===== config.mk =====
export PLATFORM = sky130hd
export DESIGN_NAME = product_bcd_converter
export DESIGN_NICKNAME = d
export VERILOG_FILES = /design/src/rtl/product_bcd_converter.sv
export SDC_FILE = /design/constraint.sdc
export NUM_CORES = 1
export LEC_CHECK = 0
export BUFFER_PORTS_ARGS = -buffer_cell sky130_fd_sc_hd__buf_2
export CAP_MARGIN = 20
export CORE_MARGIN = 1
export CORE_UTILIZATION = 40
export DETAILED_ROUTE_END_ITERATION = 10
export GPL_TIMING_DRIVEN = 0
export SLEW_MARGIN = 20
export SYNTH_ARGS = -nofsm -noshare
export SYNTH_HDL_FRONTEND = slang
export SYNTH_SLANG_ARGS = --single-unit

===== constraint.sdc =====
create_clock -name i_w_clk -period 1.7 [get_ports i_w_clk]
set_input_delay 0.34 -clock i_w_clk [delete_from_list [all_inputs] [get_ports i_w_clk]]
set_output_delay 0.34 -clock i_w_clk [all_outputs]
set_load 0.02 [all_outputs]

===== src/rtl/product_bcd_converter.sv =====
// Sequential double-dabble binary-to-packed-BCD converter with valid/ready handshake.
// Optional 7-segment decode of the result when PRODUCT_BCD_SEG_EN is defined.

module product_bcd_add3 (
  input  logic [3:0] din,
  output logic [3:0] dout
);
  assign dout = (din >= 4'd5) ? din + 4'd3 : din;
endmodule

module product_bcd_seg7 (
  input  logic [3:0] bcd,
  output logic [6:0] seg
);
  always_comb begin
    seg = 7'h40;
    case (bcd)
      4'd0: seg = 7'h3F;
      4'd1: seg = 7'h06;
      4'd2: seg = 7'h5B;
      4'd3: seg = 7'h4F;
      4'd4: seg = 7'h66;
      4'd5: seg = 7'h6D;
      4'd6: seg = 7'h7D;
      4'd7: seg = 7'h07;
      4'd8: seg = 7'h7F;
      4'd9: seg = 7'h6F;
      default: seg = 7'h40;
    endcase
  end
endmodule

module product_bcd_converter #(
  parameter int p_data_width = 14,
  parameter int p_digits     = 5
) (
  input  logic                      i_w_clk,
  input  logic                      i_w_reset,
  input  logic [p_data_width-1:0]   i_w_data,
  input  logic                      i_w_valid,
  output logic                      o_w_ready,
  output logic [4*p_digits-1:0]     o_w_bcd,
  output logic                      o_w_valid,
`ifdef PRODUCT_BCD_SEG_EN
  output logic [7*p_digits-1:0]     o_w_seg,
`endif
  output logic                      o_w_overflow
);
  localparam int W  = p_data_width;
  localparam int D  = p_digits;
  localparam int CW = $clog2(W + 1);
  localparam logic [63:0] MAX_VAL = 64'(10**D) - 64'd1;

  typedef enum logic [1:0] {IDLE, SHIFT, DONE} state_t;
  state_t state, state_nxt;

  logic [W-1:0]        shreg;
  logic [D-1:0][3:0]   scratch, corr;
  logic [4*D-1:0]      corr_flat, scratch_shl;
  logic [CW-1:0]       cnt;
  logic                ovf;
  logic                accept, last_shift;

  // Per-digit +3 correction; carries out of the top digit fall off, giving mod 10**D.
  genvar g;
  generate
    for (g = 0; g < D; g++) begin : g_dig
      product_bcd_add3 u_add3 (.din(scratch[g]), .dout(corr[g]));
    end
  endgenerate

  assign corr_flat   = corr;
  assign scratch_shl = {corr_flat[4*D-2:0], shreg[W-1]};
  assign accept      = (state == IDLE) && i_w_valid;
  assign last_shift  = (state == SHIFT) && (cnt == CW'(1));

  always_ff @(posedge i_w_clk or posedge i_w_reset) begin
    if (i_w_reset) state <= IDLE;
    else           state <= state_nxt;
  end

  always_comb begin
    state_nxt = state;
    case (state)
      IDLE:    if (i_w_valid) state_nxt = SHIFT;
      SHIFT:   if (last_shift) state_nxt = DONE;
      DONE:    state_nxt = IDLE;
      default: state_nxt = IDLE;
    endcase
  end

  always_comb begin
    o_w_ready = (state == IDLE);
    o_w_valid = (state == DONE);
  end

  // Result registers only load on the final shift, so intermediate scratch never shows.
  always_ff @(posedge i_w_clk or posedge i_w_reset) begin
    if (i_w_reset) begin
      shreg        <= '0;
      scratch      <= '0;
      cnt          <= '0;
      ovf          <= 1'b0;
      o_w_bcd      <= '0;
      o_w_overflow <= 1'b0;
    end else if (accept) begin
      shreg   <= i_w_data;
      scratch <= '0;
      cnt     <= CW'(W);
      ovf     <= 64'(i_w_data) > MAX_VAL;
    end else if (state == SHIFT) begin
      shreg   <= {shreg[W-2:0], 1'b0};
      scratch <= scratch_shl;
      cnt     <= cnt - CW'(1);
      if (last_shift) begin
        o_w_bcd      <= scratch_shl;
        o_w_overflow <= ovf;
      end
    end
  end

`ifdef PRODUCT_BCD_SEG_EN
  generate
    for (g = 0; g < D; g++) begin : g_seg
      product_bcd_seg7 u_seg (.bcd(o_w_bcd[4*g +: 4]), .seg(o_w_seg[7*g +: 7]));
    end
  endgenerate
`endif

endmodule


After elaboration in Yosys (flattened, before gate mapping)
Index checks and enable logic that the tools add are counted.
Word-level totals
  latch bits: 0
  ROM bits: 0
  output and inout port bits: 23
  logic and storage cells: 46
  memories: 0
  input bits: 17
  RAM bits: 0
  register bits after elaboration: 60
Operators by class
  shift-type cells: 0
  bitwise gates (word level): 1
  div/mod/pow operators: 0
  reductions and logical operators: 6
  mux-type cells: 14
  $add $sub $neg: 6
  multiply operators: 0
  magnitude comparators: 5
  eq/ne operators: 5
Operators with widths (count)
  2-to-1 mux 20 bit: 2
  2-to-1 mux 14 bit: 2
  2-to-1 mux 4 bit: 6
  >= comparator 4 x 3 -> 1 bit, second input constant: 5
  adder 4 x 2 -> 4 bit, second input constant: 4
  equality test 4 x 1 -> 1 bit, second input constant: 1
  2-to-1 mux 2 bit: 2
  inequality test 2 bit, second input constant: 2
  case mux 2 bit (2 select lines): 1
  subtractor 4 x 1 -> 4 bit, second input constant: 1
  adder 3 x 2 -> 3 bit, second input constant: 1
  2-to-1 mux 3 bit: 1
  AND reduction 3 bit: 1
  equality test 2 x 1 -> 1 bit, second input constant: 1
  equality test 2 bit, second input constant: 1
  logical AND 1 bit: 2
  zero test 2 bit: 1
  AND reduction 2 bit: 1
  nonzero test 2 bit: 1
  inverter 1 bit: 1

Longest topological paths before layout
Gate-level depths: netlist of the first run.
  word-level depth: 4
  gate-level depth with buffers: 7
  mapped depth without buffers: 6

Modules after synthesis
Synthesis of the first run repeated with hierarchy kept, for this count alone.
Unflattened totals
  cell total of the unflattened synthesis: 303
  area, all modules: 3022.9 um^2
Modules (own cells, without submodules)
  product_bcd_converter: times used 1, cells each 223, area an instance 2516.2 um^2, sequential area each 1501.4 um^2
  product_bcd_add3: times used 5, cells each 16, area an instance 101.3 um^2, sequential area each 0.0 um^2

Worst setup path after synthesis of the first run
OpenSTA, ideal clock, no wires.
  path type: register to register
  start: register scratch[16] (netlist name)
  end: register o_w_bcd[18]
  library setup time: 0.125 ns
  required time: 1.575 ns
  buffers on the path: 0
  arrival time: 1.331 ns
  period minus slack after synthesis: 1.456 ns
  slack: 0.244 ns
  stages on the path, launching flop included: 7
  cell sequence: dfrtp_1 > inv_1 > ha_1 > nand2b_1 > a21oi_1 > mux2i_1 > mux2_4
On the way
  cells in the longest elaborated chain, start to end: 2
  elaborated cells on any way between the ends: 3
  those cells by class: add/sub (1); order compare (1); mux (1)
RTL lines
  start: declaration: RTL line 58  | logic [D-1:0][3:0] scratch, corr;
  start signal: assignment: RTL line 113  | scratch <= scratch_shl;
  >= comparator 4 x 3 -> 1 bit / adder 3 x 2 -> 3 bit (equally long branches): RTL line 8  | assign dout = (din >= 4'd5) ? din + 4'd3 : din;
  2-to-1 mux 3 bit (*): RTL line 8
  end signal: assignment: RTL line 116  | o_w_bcd <= scratch_shl;
  end: declaration: RTL line 42  | output logic [4*p_digits-1:0] o_w_bcd,
Mark *: on every way between the ends. The rest lies on a longest branch, timed or not.
A chain may end at the register's enable or synchronous reset.

Final worst setup path of the first run
  start: register scratch[0] (netlist name)
  end: register o_w_bcd[2]
On the way
  cells in the longest elaborated chain, start to end: 2
  elaborated cells on any way between the ends: 3
  those cells by class: add/sub (1); order compare (1); mux (1)
RTL lines (RTL line)
  adder 4 x 2 -> 4 bit / >= comparator 4 x 3 -> 1 bit (equally long branches): 8
  2-to-1 mux 4 bit (*): 8
Marks and branches as above.

==> flow_summary.toml, run 1 <==
[status]
status = "completed"

[grt]
track_usage_pct = 18.4
grt_max_degree = 29
grt_pass1_wl_mm = 10.5
antenna_found_initial = 0
grt.overflow.total = 0
grt_pass1_vias = 2100

[critical_path]
cp-start-kind = "flip-flop"
max_stage_delay_ns = 0.43
crit_required_ns = 1.99
cp_cell_sequence = "inv_1 > ha_2 > nand2b_1 > a21oi_2 > mux2i_2 > mux2_4"
path_max_fanout = 5
crit_buf_inv = 1
cpMaxStageDelayCell = "dfrtp_1"
crit_arrival_ns = 1.87
crit_path_end_kind = "flip-flop"
cpLargestDelayFamily = "multiplexers"
crit_type = "flip-flop to flip-flop"

[synth]
synth_edf_count = 0
synthFlopType = "dfrtp_1"
yosysWarnings = 0
ys_ff_latch = 60
synth_fa_ha_area_share_pct = 5.16
synth_top_cells_by_area = "dfrtp_1, nand2_1, ha_1"
yosysSeqAreaShare_pct = 51.6
avgSynthCellArea_um2 = 10.5
synthXorXnorAreaFrac_pct = 1.80
synthArstFlopShare_pct = 100
synthTopCellsByCount = "dfrtp_1, nand2_1, o21ai_1, o21ai_0"
syn_nets = 305
synth.most_common_cell = "dfrtp_1"
synthMuxAreaShare_pct = 5.84
synth_compound_area_share_pct = 14.7
yosys.area_share.simple_pct = 15.7
synth.distinct_cells = 34
syn_inst = 276
synth_top_family_by_area = "simple AND/OR/NAND/NOR gates"
yosys.area.top_type = "dfrtp_1"
syn-cell-area_um2 = 2910
synthDominantCellAreaShare_pct = 51.6

[clock_network]
cts_max_level = 3
clock-sinks = 60
root_buffer = "clkbuf_8"
clkTransAtPathRegs_ns = 0.07
clk_latency_ns = 0.35
ctsLongestPathBuffers = 2
cts_tree = "yes"
numCtsBuffers = 9

[die]
die_x_um = 87.3
initial_core_util_pct = 42.2
rows = 30
dieArea_um2 = 7620
die_h_um = 87.3
io_pins = 40
core-area_um2 = 6910

[placed_design]
place.gp.congestion = 0.766
place_area_um2 = 3270
dp_hpwl_mm = 4.18
port-buffer-count = 38
place_ws_ns = 0.0487

[sta]
whs_ns = 0.204
tns_ns = 0
drv_slew = 0
min_period_over_period_pct = 93.2
max_freq_ghz = 0.631
finalSetupViolations = 0
finalCriticalPeriod_ns = 1.58
worst_slack_ns = 0.116
fin_skew_ns = 0.00881
rsz0062_at_grt = "no"
finalHoldViolCount = 0

[route]
drtIter0Drc = 56
via_count = 2154
drt.antenna.violating_nets = 0
routedWlPerCell_um = 14.3
dr.pass1.iters = 4
drc = 0
viasPerCell = 4.96
drt_wl_total_mm = 6.20

[pwr]
fin_total_pwr_mw = 7.55
p_seq_share_pct = 34.9
power_switching_share_pct = 40.3
p_leak_nw = 1.70
p_int_mw = 4.51
pwr-share-clk_pct = 19.4
switchingPower_mw = 3.04
p_per_area_nw_per_um2 = 2110
power.share.combinational_pct = 45.7
max-vdd-ir-drop_mv = 0.763

[cells_and_area]
nets = 362
post_route_cells_drive_above_1_share_pct = 29.9
design_area_um2 = 3570
area_growth_syn_to_layout_pct = 22.7
fill_cells = 654
diodes = 0

[min_path]
hp-class = "input pin to flip-flop"

[flow_run]
drv_cap = 0
cell type report:
cell class / count / area [um^2] / share of cell area, %
clock buffers: 10 / 138 / 3.85
inverters: 14 / 63.8 / 1.79
clock inverters: 6 / 87.6 / 2.45
flip-flops and latches: 60 / 1500 / 42.0
multi-input cells: 190 / 1290 / 36.2
well taps: 96 / 120 / 3.36
plain buffers: 12 / 90.1 / 2.52
repair buffers: 46 / 278 / 7.78
power groups by stage:
stage | registers (mW) | clock network [mW] | logic (mW)
3_3_place_gp | 2.62 | 0 | 3.22
5_1_grt | 2.74 | 1.57 | 3.85
2_1_floorplan | 2.83 | 0 | 2.24
6_report | 2.63 | 1.47 | 3.45
4_1_cts | 2.63 | 1.50 | 3.32
3_5_place_dp | 2.65 | 0 | 3.31
cell usage in the layout, fill, tap and decap left out, types with 5 or more instances in the layout:
| cell type | n |
|---|---|
| nor3b_1 | 9 |
| a22o_1 | 8 |
| buf_2 | 43 |
| inv_1 | 12 |
| o21ai_0 | 14 |
| xnor2_1 | 6 |
| a21oi_1 | 11 |
| o21ai_1 | 17 |
| nor3_1 | 5 |
| ha_1 | 8 |
| nand2b_1 | 6 |
| a22oi_1 | 13 |
| buf_4 | 7 |
| mux2_4 | 8 |
| dfrtp_1 | 60 |
| clkbuf_8 | 10 |
| nand2_1 | 55 |
| nand3_1 | 5 |
worst min-delay path, delay by kind of cell:
kind	cells	cell delay [ns]
buffers and inverters	1	0.07
AOI/OAI and AO/OA	1	0.05
and+or+nand+nor	1	0.05
sequential cells by signal, summed over array words and instances (netlist names):
signal and flops:
o_w_bcd 20, cnt 4, scratch 20, state 2, shreg 14
layer usage:
metal	vias to the layer above	global-route usage, %	part of all wire, %
li1	1066	-	-
met2	38	27.1	44
met5	-	0	0
met3	11	4.64	3.9
met4	0	9.39	2.1
met1	1039	24.9	49
through the flow:
step | util (%) | cells
6_report | 51.7 | 434
2_1_floorplan | - | 276
3_3_place_gp | 46.7 | 410
5_1_grt | 51.7 | 434
3_5_place_dp | 47.3 | 412
4_1_cts | 50.7 | 429
path summary, 6_finish.rpt:
path / cells past startpoint / start / slack (ns) / to
hold / removal: 3 / i_w_data[4] / 0.20 / shreg[4]$_DFFE_PP0P_
max in group asynchronous: 5 / i_w_reset / 0.61 / scratch[17]$_DFFE_PP0P_
min in group asynchronous: 3 / i_w_reset / 0.47 / o_w_bcd[6]$_DFFE_PP0P_
hold reg to reg: 2 / o_w_bcd[13]$_DFFE_PP0P_ / 0.48 / o_w_bcd[13]$_DFFE_PP0P_
setup / recovery: 6 / scratch[0]$_DFFE_PP0P_ / 0.12 / o_w_bcd[2]$_DFFE_PP0P_
setup reg to reg: 6 / scratch[0]$_DFFE_PP0P_ / 0.12 / o_w_bcd[2]$_DFFE_PP0P_
what timing repair did:
action / CTS / global route
endpoints found under the hold margin: 9 / 0
gates resized for setup: 0 / 10
hold buffers: 1 / 0
setup endpoints to repair: 0 / 14
setup buffers: 0 / 5
cells by family (layout without fill, tap and decap cells):
logic type                 count (synthesis)  count (layout)
buffers and inverters                     26              88
AOI/OAI and AO/OA                         69              69
other                                      1               1
muxes                                     13              13
adders and majority gates                 12              12
xor gates and xnor gates                   6               6
DFF                                       60              60
and+or+nand+nor                           89              89
No activity file was read; power rests on OpenSTA's default activity.
==> run 2, diff against run 1 <==
- CORE_ASPECT_RATIO: default -> 0.9
- CORE_UTILIZATION: 40 -> 57
- PLACE_DENSITY: default -> 0.79
- clock period: 1.7 -> 1.6 ns (I/O delays scaled with it)
==> run 2 against run 1 <==
Against the previous run:
- maximum frequency grew 2.0%
- utilization grew 21 points
- first-iteration DRC count grew 110%
- combinational power grew 14%
- routed wire length shrank 2.0%
- register-to-register slack lost 0.07 ns
- via count grew 1.3%
- total power grew 6.5%
- sequential power grew 8.0%
==> flow_summary.toml, run 2 (synthesized netlist as in run 1, its figures left out) <==
[cells_and_area]
fin_cells = 404
reg_top3 = "o_w_bcd: 20 flops, scratch: 20 flops, shreg: 14 flops"
final_cell_mix = "dfrtp_1, nand2_1, buf_2"
nets = 364
area_growth_syn_to_layout_pct = 21.9
diodes = 0
final_common_cell = "dfrtp_1"
post_route_cells_drive_above_1_share_pct = 33.0

[flow_run]
drv_cap = 0

[clock_network]
cts_tree = "yes"
ctsLongestPathBuffers = 2
cts_max_level = 3
clock-sinks = 60
clkTransAtPathRegs_ns = 0.07
clk_latency_ns = 0.34
numCtsBuffers = 9
root_buffer = "clkbuf_8"

[pwr]
p_per_area_nw_per_um2 = 2270
p_int_mw = 4.76
power_switching_share_pct = 40.8
p_seq_share_pct = 35.3
power.share.combinational_pct = 48.8
max-vdd-ir-drop_mv = 1.26
switchingPower_mw = 3.28
pwr-share-clk_pct = 15.9
p_leak_nw = 1.71

[grt]
grt_pass1_wl_mm = 10.1
grt_max_degree = 35
grt.overflow.total = 0
antenna_found_initial = 0
track_usage_pct = 25.1
grt_pass1_vias = 2114

[critical_path]
crit_arrival_ns = 1.77
reg2reg_from = "cnt[1]$_DFFE_PP0P_"
regToRegSetupSlack_ns = 0.05
cp-start-kind = "flip-flop"
crit_required_ns = 1.82
crit_path_end_kind = "flip-flop"
crit_type = "flip-flop to flip-flop"
rr_worst_depth = 6
path_max_fanout = 8
r2r_end = "o_w_bcd[5]$_DFFE_PP0P_"

[route]
via_count = 2183
dr.pass1.iters = 4
drt_wl_total_mm = 6.08
drtIter0Drc = 120
routedWlPerCell_um = 15.0
drt.antenna.violating_nets = 0
drc = 0
viasPerCell = 5.40

[sta]
finalCriticalPeriod_ns = 1.55
slew_headroom_pct = 59.6
finalSetupViolations = 0
fin_skew_ns = 0.00695
tightestPinTransition_ns = 0.604
drv_slew = 0
worst_slack_ns = 0.0470
min_period_over_period_pct = 97.1
finalHoldViolCount = 0
max_freq_ghz = 0.644

[die]
die_h_um = 69.8
core-area_um2 = 4860
rows = 24
die_x_um = 77.3
dieArea_um2 = 5400
initial_core_util_pct = 59.9
io_pins = 40

[placed_design]
port-buffer-count = 38
place_ws_ns = -0.0537
dp_hpwl_mm = 4.10
dp.cells = 380
place.gp.congestion = 0.782

[status]
status = "completed"

[min_path]
hp-class = "input pin to async pin"
## run 2: cell count changes in the layout (fill, tap and decap cells not counted), moves of 2 or more
cell        delta
inv_1          -7
inv_2          +7
clkinvlp_4     -3
buf_4          +4
clkbuf_8       +3
bufinv_16      -2
ha_2           -2
ha_4           +3
## run 2: per-stage QoR
stage | utilization [%] | area, um^2 | hold slack, ns | power [mW] | TNS, ns
3_5_place_dp | 65.9 | 3210 | 0.430 | 6.34 | -0.337
2_1_floorplan | - | 2920 | 0.426 | 5.38 | 0
4_1_cts | 70.7 | 3440 | 0.0636 | 7.74 | 0
5_1_grt | 73.0 | 3550 | 0.0789 | 8.66 | -0.0184
3_3_place_gp | 65.5 | 3190 | 0.460 | 6.14 | -0.190
6_report | 73.0 | 3550 | 0.0498 | 8.04 | 0
## run 2: per-layer routing
metal / global-route usage (%) / vias to the layer above / wire, um
met5: 0 / - / 0
met4: 9.64 / 0 / 97
met3: 8.42 / 11 / 255
met2: 39.0 / 48 / 2940
met1: 32.5 / 1056 / 2790
li1: - / 1068 / -
## run 2: worst max-delay path: stages, from the launching register on
cell	delay (ns)
dfrtp_1	0.41
inv_2	0.07
ha_1	0.14
nor3b_4	0.26
nand2_4	0.14
clkinv_8	0.11
mux2_4	0.30
## run 2: worst max-delay path by stage
stage                                 start                       to  slack [ns]  depth (start not counted)
floorplan           scratch[16]$_DFFE_PP0P_  o_w_bcd[18]$_DFFE_PP0P_        0.14                          6
global placement         cnt[1]$_DFFE_PP0P_   o_w_bcd[1]$_DFFE_PP0P_       -0.03                          6
detailed placement       cnt[1]$_DFFE_PP0P_  o_w_bcd[14]$_DFFE_PP0P_       -0.05                          6
CTS                  scratch[8]$_DFFE_PP0P_  o_w_bcd[10]$_DFFE_PP0P_       0.003                          6
global route           state[0]$_DFFE_PP0P_  scratch[17]$_DFFE_PP0P_       -0.01                          5
finish                   cnt[1]$_DFFE_PP0P_   o_w_bcd[5]$_DFFE_PP0P_        0.05                          6
## run 2: cell type report
class,instances,area [um^2]
multi-input cells,190,1340
flip-flops and latches,60,1500
inverters,14,68.8
plain buffers,12,90.1
clock buffers,14,183
clock inverters,1,5.00
well taps,65,81.3
repair buffers,48,278
fillers,367,1320
## run 2: timing repair
item,in CTS,in global routing
pin swaps,3,6
setup endpoints to repair,10,23
buffers inserted,2,7
gates resized for setup,8,17
gates cloned,0,0
hold buffers,0,0
## run 2: power by group through the flow
stage	Combinational, mW	Sequential, mW	Clock (mW)
floorplan	2.38	3.01	0
global route	4.34	2.94	1.38
finish	3.93	2.84	1.28
CTS	3.62	2.82	1.31
global placement	3.35	2.78	0
detailed placement	3.51	2.82	0
==> run 3, diff against run 2 <==
- CORE_ASPECT_RATIO: 0.9 -> default
- CORE_UTILIZATION: 57 -> 59
- CTS_BUF_LIST: default -> sky130_fd_sc_hd__clkbuf_4
- PLACE_DENSITY: 0.79 -> 0.82
- clock period: 1.6 -> 1.58 ns (I/O delays scaled with it)
==> run 3 against run 2 <==
Against the previous run:
- maximum frequency fell by 0.42%
- non-clock buffer count up 7
- final area rose by 1.1%
- clock-buffer cell count shrank 5
- via count is 5.8% higher
- largest power group unchanged
==> flow_summary.toml, run 3 (synthesized netlist as in run 1, its figures left out) <==
[die]
io_pins = 40
die_x_um = 72.3
dieArea_um2 = 5220
die_h_um = 72.3
rows = 25
core-area_um2 = 4720
initial_core_util_pct = 61.6

[clock_network]
cts_max_level = 3
clkTransAtPathRegs_ns = 0.10
root_buffer = "clkbuf_4"
clk_latency_ns = 0.41
clock-sinks = 60
cts_tree = "yes"
numCtsBuffers = 9
ctsLongestPathBuffers = 2

[route]
drc = 0
drtIter0Drc = 161
routedWlPerCell_um = 15.3
viasPerCell = 5.58
drt_wl_total_mm = 6.32
dr.pass1.iters = 4
via_count = 2309
drt.antenna.violating_nets = 0

[pwr]
p_per_area_nw_per_um2 = 2260
p_leak_nw = 1.72
max-vdd-ir-drop_mv = 1.21

[grt]
grt_max_degree = 35
top_usage_layer = "met2"
use_met1_pct = 32.7
grtUsageMet2_pct = 39.0
grt_pass1_wl_mm = 9.70
grt_pass1_vias = 2119
use_met3_pct = 5.56
grt.overflow.total = 0
track_usage_pct = 25.0
antenna_found_initial = 0

[placed_design]
port-buffer-count = 38
dp_hpwl_mm = 3.92
place_ws_ns = -0.0525
place.gp.congestion = 0.818

[sta]
min_period_over_period_pct = 98.7
fin_skew_ns = 0.00823
finalCriticalPeriod_ns = 1.56
slew_headroom_pct = 58.2
drv_slew = 0
worst_slack_ns = 0.0204
finalSetupViolations = 0
tightestPinTransition_ns = 0.625
finalHoldViolCount = 0
whs_ns = 0.117
max_freq_ghz = 0.641
tns_ns = 0

[critical_path]
max_stage_delay_ns = 0.45
cp-start-kind = "flip-flop"
crit_required_ns = 1.93
crit_type = "flip-flop to flip-flop"
crit_arrival_ns = 1.91
crit_path_end_kind = "flip-flop"
path_max_fanout = 4
cpMaxStageDelayCell = "dfrtp_1"
cp_cell_sequence = "ha_1 > nand2b_1 > a21oi_2 > mux2i_2 > mux2_4"

[cells_and_area]
final_common_cell = "dfrtp_1"
nets = 371
reg_top3 = "o_w_bcd: 20 flops, scratch: 20 flops, shreg: 14 flops"
diodes = 0
final_cell_mix = "dfrtp_1, nand2_1, buf_2"
post_route_cells_drive_above_1_share_pct = 36.0
fill_cells = 315
area_growth_syn_to_layout_pct = 23.2

[min_path]
hp-class = "input pin to flip-flop"

[status]
status = "completed"

[flow_run]
drv_cap = 0
run 3: cell count changes in the layout (fill, tap and decap cells not counted), moves of 2 or more:
| cell | delta |
|---|---|
| clkbuf_8 | -13 |
| clkbuf_4 | +9 |
| buf_4 | +7 |
| clkinv_2 | +3 |
| inv_1 | -3 |
| inv_2 | +3 |
| clkinv_1 | +2 |
| ha_1 | -2 |
| ha_4 | +2 |
run 3: worst paths after layout:
path,from,endpoint,slack [ns],cells after the start
worst max-delay path,scratch[12]$_DFFE_PP0P_,o_w_bcd[14]$_DFFE_PP0P_,0.02,5
worst min-delay path,i_w_data[8],shreg[8]$_DFFE_PP0P_,0.12,3
worst max register to register,scratch[12]$_DFFE_PP0P_,o_w_bcd[14]$_DFFE_PP0P_,0.02,5
worst min register to register,o_w_bcd[7]$_DFFE_PP0P_,o_w_bcd[7]$_DFFE_PP0P_,0.48,2
max in group asynchronous,i_w_reset,cnt[3]$_DFFE_PP0P_,0.48,4
min in group asynchronous,i_w_reset,shreg[4]$_DFFE_PP0P_,0.52,3
run 3: what timing repair did:
item,in CTS,in global routing
gates resized for setup,9,27
hold buffers,1,0
setup buffers,4,11
setup endpoints to repair,10,35
hold endpoints to repair,26,0
pin swaps,2,8
run 3: per-stage QoR:
stage	cell area, um^2	utilization [%]	total power [mW]	cells
after global routing	3590	76.0	8.68	414
after global placement	3190	67.5	6.21	381
after detailed placement	3210	67.9	6.37	382
final	3590	76.0	8.11	414
after floorplan	2920	-	5.45	276
after CTS	3400	72.1	7.55	403
run 3: power breakdown:
| part | switching, mW | leakage, nW | internal (mW) | total (mW) |
|---|---|---|---|---|
| Clock | 0.579 | 0.0743 | 0.461 | 1.04 |
| Combinational | 2.23 | 0.908 | 1.96 | 4.18 |
| Sequential | 0.633 | 0.741 | 2.26 | 2.89 |
| Total | 3.44 | 1.72 | 4.67 | 8.11 |
run 3: area by class of cell:
type | instances | area, um^2 | share of cell area (%)
buffer | 12 | 90.1 | 2.51
tap | 67 | 83.8 | 2.34
inverter | 14 | 68.8 | 1.92
multi-input combinational | 190 | 1380 | 38.5
clock inverter | 7 | 57.6 | 1.60
sequential | 60 | 1500 | 41.9
timing repair buffer | 55 | 335 | 9.34
clock buffer | 9 | 67.6 | 1.88
run 3: routing by layer:
metal | share of wire [%] | wire length, um
met1 | 44 | 2760
met2 | 50 | 3150
met3 | 4.0 | 255
met4 | 2.5 | 157
met5 | 0 | 0
run 3: worst max-delay path, delay by kind of cell (launching register included):
kind | cells | cell delay [ns]
compound gates | 1 | 0.21
flops | 1 | 0.45
fa+ha+maj | 1 | 0.22
simple gates | 1 | 0.16
mux | 2 | 0.46
